===== src/rtl/k2_arb_pkg.sv =====
// Shared types and constants for the k2 data-RAM arbiter.
package k2_arb_pkg;

  localparam int unsigned K2_RAM_AW = 5;

  typedef enum logic [0:0] {
    IDLE = 1'b0,
    ACK  = 1'b1
  } arb_state_t;

  typedef enum logic [1:0] {
    OWN_NONE = 2'd0,
    OWN_CORE = 2'd1,
    OWN_HOST = 2'd2
  } owner_t;

endpackage


===== src/rtl/k2_wait_counter.sv =====
// Saturating count of consecutive denied host cycles; terminal marks a forced slot.
module k2_wait_counter #(
  parameter  int unsigned MAX_WAIT = 4,
  localparam int unsigned CW       = $clog2(MAX_WAIT + 1)
) (
  input  logic clk,
  input  logic reset,
  input  logic inc,
  input  logic clr,
  output logic terminal
);

  logic [CW-1:0] count;

  assign terminal = (count == CW'(MAX_WAIT));

  always_ff @(posedge clk) begin
    if (reset) begin
      count <= '0;
    end else if (clr) begin
      count <= '0;
    end else if (inc && !terminal) begin
      count <= count + 1'b1;
    end
  end

endmodule


===== src/rtl/k2_mem_arbiter.sv =====
// Single-port data-RAM arbiter: core has fixed priority, host gets a forced
// slot after MAX_WAIT consecutive denials so it cannot starve.
module k2_mem_arbiter
  import k2_arb_pkg::*;
#(
  parameter int unsigned N        = 8,
  parameter int unsigned AW       = K2_RAM_AW,
  parameter int unsigned MAX_WAIT = 4
) (
  input  logic          clk,
  input  logic          reset,
  input  logic          core_valid,
  input  logic          core_we,
  input  logic [AW-1:0] core_addr,
  input  logic [N-1:0]  core_wdata,
  output logic [N-1:0]  core_rdata,
  output logic          core_stall,
  input  logic          host_req,
  input  logic          host_we,
  input  logic [AW-1:0] host_addr,
  input  logic [N-1:0]  host_wdata,
  output logic          host_ack,
  output logic [N-1:0]  host_rdata,
  output logic          ram_we,
  output logic [AW-1:0] ram_addr,
  output logic [N-1:0]  ram_wdata,
  input  logic [N-1:0]  ram_rdata
);

  arb_state_t state;
  owner_t     owner;
  logic       terminal;
  logic       wait_inc;
  logic       wait_clr;

  always_comb begin
    owner = OWN_NONE;
    if (state == IDLE && host_req && (!core_valid || terminal)) begin
      owner = OWN_HOST;
    end else if (core_valid) begin
      owner = OWN_CORE;
    end
  end

  assign core_stall = core_valid && (owner == OWN_HOST);
  assign core_rdata = ram_rdata;
  // The ack is a registered state, so mask it combinationally during reset.
  assign host_ack   = (state == ACK) && !reset;

  always_comb begin
    ram_addr  = core_addr;
    ram_wdata = core_wdata;
    ram_we    = 1'b0;
    unique case (owner)
      OWN_CORE: ram_we = core_we;
      OWN_HOST: begin
        ram_addr  = host_addr;
        ram_wdata = host_wdata;
        ram_we    = host_we;
      end
      default: ram_we = 1'b0;
    endcase
  end

  assign wait_inc = (state == IDLE) && host_req && (owner != OWN_HOST);
  assign wait_clr = (owner == OWN_HOST) || !host_req;

  k2_wait_counter #(
    .MAX_WAIT (MAX_WAIT)
  ) u_wait_counter (
    .clk      (clk),
    .reset    (reset),
    .inc      (wait_inc),
    .clr      (wait_clr),
    .terminal (terminal)
  );

  always_ff @(posedge clk) begin
    if (reset) begin
      state      <= IDLE;
      host_rdata <= '0;
    end else begin
      state <= (owner == OWN_HOST) ? ACK : IDLE;
      if (owner == OWN_HOST) begin
        host_rdata <= ram_rdata;
      end
    end
  end

endmodule


===== config.mk =====
export PLATFORM = sky130hd
export DESIGN_NAME = k2_mem_arbiter
export DESIGN_NICKNAME = d
export VERILOG_FILES = /design/src/rtl/k2_arb_pkg.sv /design/src/rtl/k2_wait_counter.sv /design/src/rtl/k2_mem_arbiter.sv
export SDC_FILE = /design/constraint.sdc
export NUM_CORES = 1
export LEC_CHECK = 0
export CORE_MARGIN = 1.5
export CORE_UTILIZATION = 28
export DETAILED_ROUTE_END_ITERATION = 12
export GPL_ROUTABILITY_DRIVEN = 0
export GPL_TIMING_DRIVEN = 0
export PLACE_DENSITY = 0.73
export SYNTH_ARGS = -nofsm -noshare
export SYNTH_HDL_FRONTEND = slang
export SYNTH_SLANG_ARGS = --single-unit

===== constraint.sdc =====
create_clock -name clk -period 1.7 [get_ports clk]
set_clock_uncertainty 0.15 [all_clocks]
set_input_delay 0.255 -clock clk [delete_from_list [all_inputs] [get_ports clk]]
set_output_delay 0.255 -clock clk [all_outputs]
set_load 0.02 [all_outputs]

# After elaboration in Yosys (flattened, before gate mapping)
# Cells that the tools add are included.
# word_totals
romBits	0
in_bits	40
regBits	12
elab_cells	28
mem_bits_rw	0
memories	0
output_inout_bits	32
latchBits	0
# classes
order_cmp	0
eq_ne	4
shifts	0
div_mod_pow	0
n_reduce_logical	13
multipliers	0
n_addsub	1
bitwise_logic	1
mux	6
# ops
operator	n
8-bit two-way mux	1
1-bit logical AND	6
5-bit two-way mux	1
1-bit zero test	4
3-bit by 1-bit adder with 3-bit output, second input constant	1
3-bit == test, second input constant	1
2-bit by 1-bit == test with 1-bit output, second input constant	1
2-bit == test, second input constant	1
1-bit logical OR	2
1-bit two-way mux	2
2-bit two-way mux	1
2-bit != test, second input constant	1
1-bit one-hot mux with 2 select lines	1
2-bit OR reduction	1
1-bit NOT	1

# Depth between registers and ports, before layout
# Gate-level depths: netlist (run 1).
# depth
ltp_word	7
ltp_mapped	6
mapped_depth_nobuf	5

# Cells and area by module
# A second synthesis (run 1) with hierarchy kept.
# unflattened
cells_unflattened	88
area_unflattened_um2	902.1
# by_module_without_submodules
mod	instances	area_each_um2	cells_per_inst	seq_area_each_um2
k2_mem_arbiter	1	714.4	70	180.2
k2_wait_counter	1	187.7	18	60.1

# Worst setup path before layout (run 1)
# Ideal clock, no wire load.
# synth_path
path_kind	reg-to-output
from	register u_wait_counter.count[0]
to	output ram_we
n_path_buf	1
stages_incl_launch_ff	7
required_ns	1.295
path_slack_ns	-0.327
t_arrival_ns	1.622
cell_sequence	dfxtp_1 -> inv_1 -> ha_1 -> a21boi_4 -> nor3b_4 -> buf_4 -> mux2i_1
# synth_via
elab_chain_cells	6
word_cells_on_any_way	7
classes_between	eq/ne (3); mux (2); reduce/logical (2)
# synth_lines
element	line	source
start: declaration	k2_wait_counter.sv:13	logic [CW-1:0] count;
start signal: assignment	k2_wait_counter.sv:23	count <= count + 1'b1;
3-bit == test *	k2_wait_counter.sv:15	assign terminal = (count == CW'(MAX_WAIT));
1-bit logical OR *	k2_mem_arbiter.sv:38	if (state == IDLE && host_req && (!core_valid || terminal)) begin
1-bit logical AND *	k2_mem_arbiter.sv:38	
2-bit two-way mux *	k2_mem_arbiter.sv:38	
2-bit == test or 2-bit by 1-bit == test with 1-bit output (tied branches)	k2_mem_arbiter.sv:54	unique case (owner)
1-bit one-hot mux with 2 select lines *	k2_mem_arbiter.sv:54	
end: declaration	k2_mem_arbiter.sv:24	output logic ram_we,
# Every way passes the cells marked *; elsewhere a longest branch is shown, timed or not.

# Final worst setup path (run 1)
# layout_path
from	register u_wait_counter.count[0]
to	output ram_addr[3]
# layout_via
elab_chain_cells	6
# layout_lines
element	line	source
3-bit == test	k2_wait_counter.sv:15	
1-bit logical OR	k2_mem_arbiter.sv:38	
1-bit logical AND	k2_mem_arbiter.sv:38	
2-bit two-way mux	k2_mem_arbiter.sv:38	
2-bit == test	k2_mem_arbiter.sv:54	
5-bit two-way mux	k2_mem_arbiter.sv:54	
end: declaration	k2_mem_arbiter.sv:25	output logic [AW-1:0] ram_addr,
# No other way between the ends.

==> results of run 1 <==
[critical path: cells and delay by family (launching register included)]
kind,cells,cell delay (ns)
and+or+nand+nor,1,0.24
adders and majority gates,1,0.14
muxes,1,0.30
AOI/OAI and AO/OA,1,0.06
DFF,1,0.33
buffers and inverters,4,0.46
[final cells by class]
type / instances / area share [%]
plain buffers: 12 / 5.91
clock buffers: 3 / 1.28
inverters: 3 / 0.641
multi-input cells: 58 / 32.0
flip-flops and latches: 12 / 13.9
well taps: 31 / 2.21
repair buffers: 79 / 44.1
[cells in the mapped netlist (all sizes together) (2+ instances only)]
master | number | share of area (%)
buf | 10 | 9.5
nor3b | 2 | 3.2
clkbuf | 3 | 1.4
ha | 2 | 3.0
nand2b | 17 | 13
mux2i | 9 | 11
nor2b | 2 | 1.5
inv | 3 | 1.4
dfxtp | 12 | 29
mux2 | 13 | 18
nand2 | 4 | 1.8
a21oi | 3 | 1.8
[power by group through the flow]
stage / Clock [mW] / Combinational [mW] / Sequential (mW)
6_report: 0.173 / 0.407 / 0.301
5_1_grt: 0.197 / 0.433 / 0.303
2_1_floorplan: 0 / 0.173 / 0.318
3_3_place_gp: 0 / 0.378 / 0.306
4_1_cts: 0.179 / 0.407 / 0.302
3_5_place_dp: 0 / 0.383 / 0.307
[registers in the layout, summed over array words and instances (netlist names)]
name	cells
u_wait_counter.count	3
host_rdata	8
state	1
[metrics by stage]
stage	util, %	setup WS [ns]	area, µm²	setup TNS (ns)	total power, mW
final	63.2	-0.500	1760	-7.34	0.881
after global routing	63.2	-0.579	1760	-8.51	0.933
after CTS	63.1	-0.494	1750	-7.15	0.888
after detailed placement	58.9	-1.10	1640	-19.12	0.690
after global placement	58.9	-1.06	1640	-18.20	0.683
after floorplan	-	-0.138	898	-1.41	0.491
[timing repair]
action	in CTS	in global routing
pin swaps	2	3
buffers inserted	8	1
setup endpoints to repair	25	15
gates resized for setup	105	2
cloned	1	0
[layer usage]
metal	wire length [µm]	part of all wire [%]	global-route usage (%)
met4	40	1.5	5.98
met5	0	0	0
met2	1530	58	34.7
met1	818	31	15.5
met3	255	9.7	6.58
[cells by family after synthesis]
logic type,after synthesis,synth area share (%)
AOI/OAI and AO/OA,5,4.67
adders and majority gates,2,3.01
muxes,22,28.5
buffers and inverters,16,12.2
DFF,12,28.9
and+or+nand+nor,29,22.7
[final timing paths]
kind / slack, ns / endpoint
worst max-delay path: -0.50 / ram_addr[3]
worst min register to register: 0.33 / host_rdata[2]
worst max register to register: 0.16 / host_rdata[5]
worst min-delay path: 0.33 / host_rdata[2]
==> results.py, run 1 <==
metrics = {
    "grt": {
        "grt_pass1_wl_mm": 4.46,
        "grt.overflow.total": 0,
        "grt_pass1_vias": 1055,
        "antenna_found_initial": 0,
        "track_usage_pct": 17.4,
        "grt_max_degree": 11,
    },
    "timing": {
        "setup_viol": 15,
        "setup_ws_ns": -0.500,
        "period_needed_ns": 2.20,
        "fmax_mhz": 454,
        "slew_headroom_pct": 77.0,
        "hold_viol": 0,
        "post-route-period-util_pct": 129,
        "drv_slew": 0,
        "whs_ns": 0.332,
        "worst_pin_slew_ns": 0.344,
        "rsz0062_at_grt": "true",
    },
    "cts": {
        "cts_tree": "built",
        "cts_sinks": 12,
        "path_clk_slew_ns": 0.08,
        "clockBufferDepth": 2,
        "cts-buffers-inserted": 3,
        "insertion_delay_ns": 0.26,
        "cts-root-buf": "clkbuf_4",
        "cts_hold_buf": 0,
        "htreeDepth": 1,
    },
    "logic_synthesis": {
        "synth_ff_type": "dfxtp_1",
        "yosys.cell_types.count": 20,
        "synth_edf_count": 0,
        "ys_warn_count": 0,
        "syn_area_um2": 831,
        "synth_cells": 86,
        "synthArstFlopShare_pct": 0,
        "avgSynthCellArea_um2": 9.66,
        "synth-seq-area-share_pct": 28.9,
        "ys_ff_latch": 12,
        "syn-num-nets": 128,
    },
    "worst_setup_path": {
        "arrival_ns": 1.80,
        "startpoint": "u_wait_counter.count[0]",
        "reg2reg_depth": 7,
        "startpoint_type": "register",
        "worstReg2RegStart": "u_wait_counter.count[0]",
        "max_stage_delay_ns": 0.33,
        "cp_common_cell": "buf_6",
        "path_cells": "inv_2 -> ha_4 -> a21boi_4 -> nor3b_4 -> buf_6 -> buf_6 -> mux2_4 -> buf_6",
        "critical-path-slowest-cell": "dfxtp_2",
        "critPathRequiredTime_ns": 1.29,
        "crit_path_end_kind": "primary output",
        "criticalPathCategory": "reg -> out",
        "cp_max_fo": 5,
    },
    "route": {
        "drt_iter0_markers": 16,
        "vias_per_cell": 4.58,
        "ant_nets": 0,
        "wl_per_cell_um": 13.3,
        "drt-total-wl_mm": 2.64,
        "dr_total_vias": 907,
        "drtPass1Iterations": 3,
        "route.detailed.drc": 0,
    },
    "power": {
        "switchingPower_mw": 0.255,
        "p_sw_share_pct": 28.9,
        "internal_power_mw": 0.626,
        "power_frac_comb_pct": 46.2,
        "vdd_drop_max_mv": 0.439,
        "p_leak_nw": 0.757,
        "seq_power_share_pct": 34.2,
        "powerDensity_nw_per_um2": 501,
        "p_clk_share_pct": 19.6,
    },
    "finish": {
        "fillers": 221,
        "fin_nets": 211,
        "instances_no_fill": 198,
        "seq_area_um2": 244,
        "synthToLayoutAreaGrowth_pct": 112,
        "multi_input_area_um2": 562,
        "final_common_cell": "clkdlybuf4s50_1",
        "diodes": 0,
        "drive_gt1_share_pct": 36.5,
        "final_cell_mix": "clkdlybuf4s50_1 (45), nand2b_1 (17), buf_4 (15), buf_6 (15), mux2_4 (12)",
    },
    "hold_path": {
        "hold_path_class": "reg -> reg",
        "worstHoldStart": "host_rdata[2]",
        "whs_path_depth": 2,
    },
    "die": {
        "io_pins": 72,
        "coreArea_um2": 2780,
        "rows": 19,
        "die_w_um": 57.5,
        "initial_core_util_pct": 29.9,
        "fp.dieH_um": 57.5,
        "die_area_um2": 3300,
    },
    "status": {
        "status": "complete, but fails checks",
        "violations": "negative setup slack",
    },
    "placed_design": {
        "dp.cells": 187,
        "hpwl_mm": 1.99,
        "port_buffers": 70,
    },
    "job": {
        "maxCapViolations": 0,
    },
}
(Power assumes the default switching activity.)
==> inputs of run 2 (changes only) <==
CORE_UTILIZATION = 31   (was 28)
PLACE_DENSITY = 0.77   (was 0.73)
clock period = 2.3 ns   (was 1.7 ns; I/O delays follow)
==> run 2 against run 1 <==
Net effect:
- the run now ends clean
- flip-flop and latch count unchanged
- power is 27% lower
- clock power shrank 28%
- first-iteration DRC count is 75% lower
- critical endpoint is now ram_addr[2]
- largest power group unchanged
==> results.py, run 2 (same netlist as run 1, synthesis figures left out) <==
metrics = {
    "cts": {
        "path_clk_slew_ns": 0.07,
        "clockBufferDepth": 2,
        "htreeDepth": 1,
        "cts_tree": "built",
        "cts-root-buf": "clkbuf_4",
        "cts_sinks": 12,
        "cts-buffers-inserted": 3,
        "insertion_delay_ns": 0.26,
    },
    "route": {
        "vias_per_cell": 4.52,
        "drt-total-wl_mm": 2.52,
        "drt_iter0_markers": 4,
        "route.detailed.drc": 0,
        "wl_per_cell_um": 12.9,
        "drtPass1Iterations": 3,
        "dr_total_vias": 886,
        "ant_nets": 0,
    },
    "placed_design": {
        "port_buffers": 70,
        "place_ws_ns": -0.682,
        "hpwl_mm": 1.95,
        "place_area_um2": 1570,
    },
    "finish": {
        "final_cell_mix": "clkdlybuf4s50_1 (54), buf_6 (17), nand2b_1 (17)",
        "synthToLayoutAreaGrowth_pct": 108,
        "diodes": 0,
        "fillers": 211,
        "top_regs": "host_rdata x8, u_wait_counter.count x3, state x1",
        "largest_reg_flops": 8,
        "final_common_cell": "clkdlybuf4s50_1",
        "drive_gt1_share_pct": 33.1,
        "fin_area_um2": 1730,
        "largest-register": "host_rdata",
        "seq_area_um2": 243,
        "multi_input_area_um2": 551,
        "fin_nets": 210,
    },
    "worst_setup_path": {
        "path_cells": "inv_2 -> ha_4 -> a21boi_4 -> nor3b_4 -> buf_6 -> mux2_4 -> buf_6",
        "max_stage_delay_ns": 0.33,
        "startpoint_type": "register",
        "arrival_ns": 1.79,
        "startpoint": "u_wait_counter.count[1]",
        "worstReg2RegStart": "u_wait_counter.count[1]",
        "critical-path-slowest-cell": "dfxtp_2",
        "timing.rr.end": "host_rdata[3]",
        "critPathRequiredTime_ns": 1.80,
        "r2r_slack_ns": 0.64,
        "criticalPathCategory": "reg -> out",
        "worst-path-buf-inv": 3,
        "cp_top_family": "buffers and inverters",
        "cp_max_fo": 5,
        "crit_cells": 7,
        "cp_common_cell": "buf_6",
        "reg2reg_depth": 7,
        "crit_path_end_kind": "primary output",
    },
    "timing": {
        "hold_viol": 0,
        "slew_headroom_pct": 77.0,
        "period_needed_ns": 2.29,
        "setup_ws_ns": 0.0104,
        "rsz0062_at_grt": "true",
        "setup_viol": 0,
        "drv_slew": 0,
        "fmax_mhz": 437,
        "post-route-period-util_pct": 99.5,
        "worst_pin_slew_ns": 0.346,
    },
    "power": {
        "vdd_drop_max_mv": 0.306,
        "p_leak_nw": 0.727,
        "powerDensity_nw_per_um2": 373,
    },
    "hold_path": {
        "hold_end": "host_rdata[1]",
        "hold_path_class": "reg -> reg",
        "worstHoldStart": "host_rdata[1]",
        "whs_path_depth": 2,
    },
    "die": {
        "die_area_um2": 3000,
        "initial_core_util_pct": 33.2,
        "coreArea_um2": 2500,
        "fp.dieH_um": 54.8,
        "io_pins": 72,
        "die_w_um": 54.8,
        "rows": 18,
    },
    "grt": {
        "antenna_found_initial": 0,
        "track_usage_pct": 17.4,
        "grt.overflow.total": 0,
        "grt_pass1_vias": 885,
        "grt_pass1_wl_mm": 3.75,
        "grt_max_degree": 11,
    },
    "job": {
        "maxCapViolations": 0,
    },
    "status": {
        "status": "complete, no violations",
    },
}
run 2: cell types whose count changed in the layout (fill, tap and decap cells not counted), sizes merged:
cell / delta
dlygate4sd2: -9
clkbuf: +2
buf: -2
clkdlybuf4s50: +9
clkdlybuf4s15: -1
run 2: cell type report:
cell class	instances	share of cell area [%]
plain buffers	13	5.43
clock buffers	3	1.30
well taps	30	2.17
inverters	3	0.652
repair buffers	77	44.5
multi-input cells	58	31.9
flip-flops and latches	12	14.1
run 2: layer usage:
layer  wire length (µm)  track usage (%)
met5                  0                0
met4                  0             2.50
met3                189             4.92
met2               1380             33.1
met1                958             19.2
run 2: where the power goes:
part           internal [mW]  switching [mW]
logic                  0.185           0.113
registers              0.217         0.00446
clock network         0.0604          0.0643
run 2: worst max path at each step:
stage                        endpoint
after floorplan                ram_we
final                     ram_addr[2]
after global routing      ram_addr[2]
after detailed placement       ram_we
after global placement         ram_we
after CTS                 ram_addr[2]
run 2: through the flow:
step                util [%]  power (mW)  hold slack [ns]  std cells  TNS, ns
floorplan                  -       0.347            0.299         86        0
global placement        62.8       0.487            0.307        186    -8.17
detailed placement      62.8       0.492            0.315        186    -8.62
CTS                     68.8       0.652            0.329        195   -0.134
global route            69.1       0.681            0.344        196    -1.23
finish                  69.1       0.644            0.327        196        0
run 2: worst min-delay path, stage by stage, from the launching register on:
cell      delay [ns]
dfxtp_1         0.32
nand2b_1        0.06
mux2i_1         0.05
run 2: what timing repair did:
action / in CTS / in global routing
setup buffers: 5 / 1
gates resized for setup: 107 / 3
hold buffers: 0 / 0
pin swaps: 3 / 1
endpoints found under the setup margin: 15 / 15
gates cloned: 1 / 0
==> inputs of run 3 (changes only) <==
ABC_AREA = 1   (was unset)
CORE_UTILIZATION = 32   (was 31)
PLACE_DENSITY = 0.83   (was 0.77)
clock period = 2.76 ns   (was 2.3 ns; I/O delays follow)
==> run 3 against run 2 <==
Net effect:
- clock power is 10% higher
- synthesized area is 9.2% lower
- hold slack better by 0.0081 ns
- utilization is 2.0 points higher
- via count is 12% higher
- non-clock buffer count is 7 lower
- cell count is 15% higher
- flip-flop and latch count stayed put
- combinational power is 24% lower
- register-to-register slack better by 0.59 ns
- critical path type is now in -> out
- largest cell class unchanged
- largest power group unchanged
- highest routed layer is now met4
==> results.py, run 3 <==
metrics = {
    "status": {
        "status": "complete, no violations",
    },
    "finish": {
        "fillers": 206,
        "top_regs": "host_rdata x8, u_wait_counter.count x3, state x1",
        "final_common_cell": "clkdlybuf4s50_1",
        "fin_nets": 240,
        "seq_area_um2": 240,
        "diodes": 0,
        "fin_area_um2": 1570,
        "drive_gt1_share_pct": 11.7,
        "synthToLayoutAreaGrowth_pct": 108,
        "largest_reg_flops": 8,
        "largest-register": "host_rdata",
        "final_cell_mix": "clkdlybuf4s50_1 (57), nand2_1 (48), nor2_1 (20)",
        "multi_input_area_um2": 390,
    },
    "power": {
        "p_leak_nw": 0.826,
        "vdd_drop_max_mv": 0.227,
        "power.total_mw": 0.551,
        "powerDensity_nw_per_um2": 350,
    },
    "route": {
        "vias_per_cell": 4.41,
        "drt_iter0_markers": 8,
        "ant_nets": 0,
        "drt-total-wl_mm": 2.35,
        "wl_per_cell_um": 10.4,
        "drtPass1Iterations": 4,
        "route.detailed.drc": 0,
        "dr_total_vias": 993,
    },
    "cts": {
        "htreeDepth": 1,
        "cts_hold_buf": 0,
        "cts_sinks": 12,
        "insertion_delay_ns": 0.27,
        "cts-root-buf": "clkbuf_4",
        "cts-buffers-inserted": 3,
        "cts_setup_buffers": 0,
        "clockBufferDepth": 2,
        "cts_tree": "built",
        "path_clk_slew_ns": 0.07,
    },
    "logic_synthesis": {
        "syn_area_um2": 754,
        "yosys.cell_types.count": 16,
        "synth_cells": 122,
        "syn-num-nets": 164,
        "synth-seq-area-share_pct": 31.8,
        "synth_ff_type": "dfxtp_1",
        "synthArstFlopShare_pct": 0,
        "synth_top_area_cell": "dfxtp_1",
        "yosys.area.top_type_share_pct": 31.8,
        "ys_warn_count": 0,
        "ys_ff_latch": 12,
        "synth_most_common_cell": "nand2_1",
        "avgSynthCellArea_um2": 6.18,
        "synth_edf_count": 0,
        "synth_common_cells": "nand2_1 (48), nor2_1 (20), dfxtp_1 (12)",
        "synthTopCellsByArea": "dfxtp_1 (32%), nand2_1 (24%), nor2_1 (10%), buf_4 (9.0%), o21ai_0 (4.0%)",
    },
    "timing": {
        "hold_viol": 0,
        "fmax_mhz": 377,
        "post-route-period-util_pct": 96.0,
        "setup_viol": 0,
        "drv_slew": 0,
        "slew_headroom_pct": 83.4,
        "worst_pin_slew_ns": 0.248,
        "period_needed_ns": 2.65,
    },
    "worst_setup_path": {
        "crit_path_end_kind": "primary output",
        "cp_max_fo": 10,
        "startpoint_type": "input port",
        "arrival_ns": 2.09,
        "critPathRequiredTime_ns": 2.20,
        "criticalPathCategory": "in -> out",
    },
    "placed_design": {
        "hpwl_mm": 1.87,
        "port_buffers": 71,
        "place_area_um2": 1500,
    },
    "grt": {
        "grt_pass1_wl_mm": 3.72,
        "grt_max_degree": 11,
        "grt_pass1_vias": 957,
        "grt.overflow.total": 0,
        "track_usage_pct": 18.8,
        "antenna_found_initial": 0,
    },
    "die": {
        "initial_core_util_pct": 34.1,
        "io_pins": 72,
        "die_w_um": 51.6,
        "die_area_um2": 2660,
        "coreArea_um2": 2210,
        "fp.dieH_um": 51.6,
        "rows": 17,
    },
    "job": {
        "maxCapViolations": 0,
    },
    "hold_path": {
        "hold_path_class": "reg -> reg",
    },
}
==> run 3: final timing paths <==
| kind | start | end | slack, ns | depth (start not counted) |
|---|---|---|---|---|
| setup / recovery | host_req | core_stall | 0.11 | 7 |
| hold reg to reg | host_rdata[3] | host_rdata[3] | 0.33 | 2 |
| setup reg to reg | u_wait_counter.count[0] | host_rdata[5] | 1.23 | 9 |
| hold / removal | host_rdata[3] | host_rdata[3] | 0.33 | 2 |
==> run 3: metal layers <==
metal	track usage (%)	wire length [µm]	part of all wire, %	vias to the layer above
met2	35.5	1180	50	49
met1	17.6	881	38	422
met4	11.4	73	3.1	0
met5	0	0	0	-
li1	-	-	-	516
met3	5.46	208	8.9	6
==> run 3: cell families (layout without fill, tap and decap cells) <==
logic type | count (synthesis) | count (layout) | synth area share (%)
adders and majority gates | 2 | 2 | 3.32
DFF | 12 | 12 | 31.8
AOI/OAI and AO/OA | 13 | 13 | 8.62
buffers and inverters | 21 | 96 | 16.4
and+or+nand+nor | 74 | 74 | 39.8
==> run 3: repair_timing <==
item	in CTS	in global routing
endpoints found under the setup margin	1	13
gates resized for setup	1	15
pin swaps	0	0
==> run 3: stage by stage <==
step | cells | hold WS [ns] | util, % | setup WS (ns) | TNS, ns
3_3_place_gp | 221 | 0.314 | 67.8 | 0.0327 | 0
6_report | 225 | 0.335 | 71.1 | 0.111 | 0
2_1_floorplan | 122 | 0.311 | - | 0.983 | 0
5_1_grt | 225 | 0.366 | 71.1 | -0.00192 | -0.00192
3_5_place_dp | 221 | 0.321 | 67.8 | 0.00132 | 0
4_1_cts | 225 | 0.338 | 69.4 | 0.0115 | 0
==> run 3: area by class of cell <==
type,instances,share of cell area [%]
inverters,9,2.23
flip-flops and latches,12,15.3
repair buffers,71,47.2
clock buffers,4,2.31
plain buffers,12,5.97
well taps,28,2.23
multi-input cells,89,24.8
==> run 3: power by group <==
group | internal [mW] | total (mW) | switching [mW] | leakage (nW)
clock | 0.0802 | 0.138 | 0.0581 | 0.0210
combinational | 0.125 | 0.225 | 0.101 | 0.707
sequential | 0.182 | 0.187 | 0.00446 | 0.0984
total | 0.387 | 0.551 | 0.163 | 0.826
==> run 3: critical path, cell delays in order <==
cell and delay [ns]:
clkdlybuf4s50_1 0.51, nand2_2 0.10, inv_2 0.08, nand2_4 0.08
clkbuf_4 0.20, nor2_1 0.09, clkdlybuf4s50_1 0.60
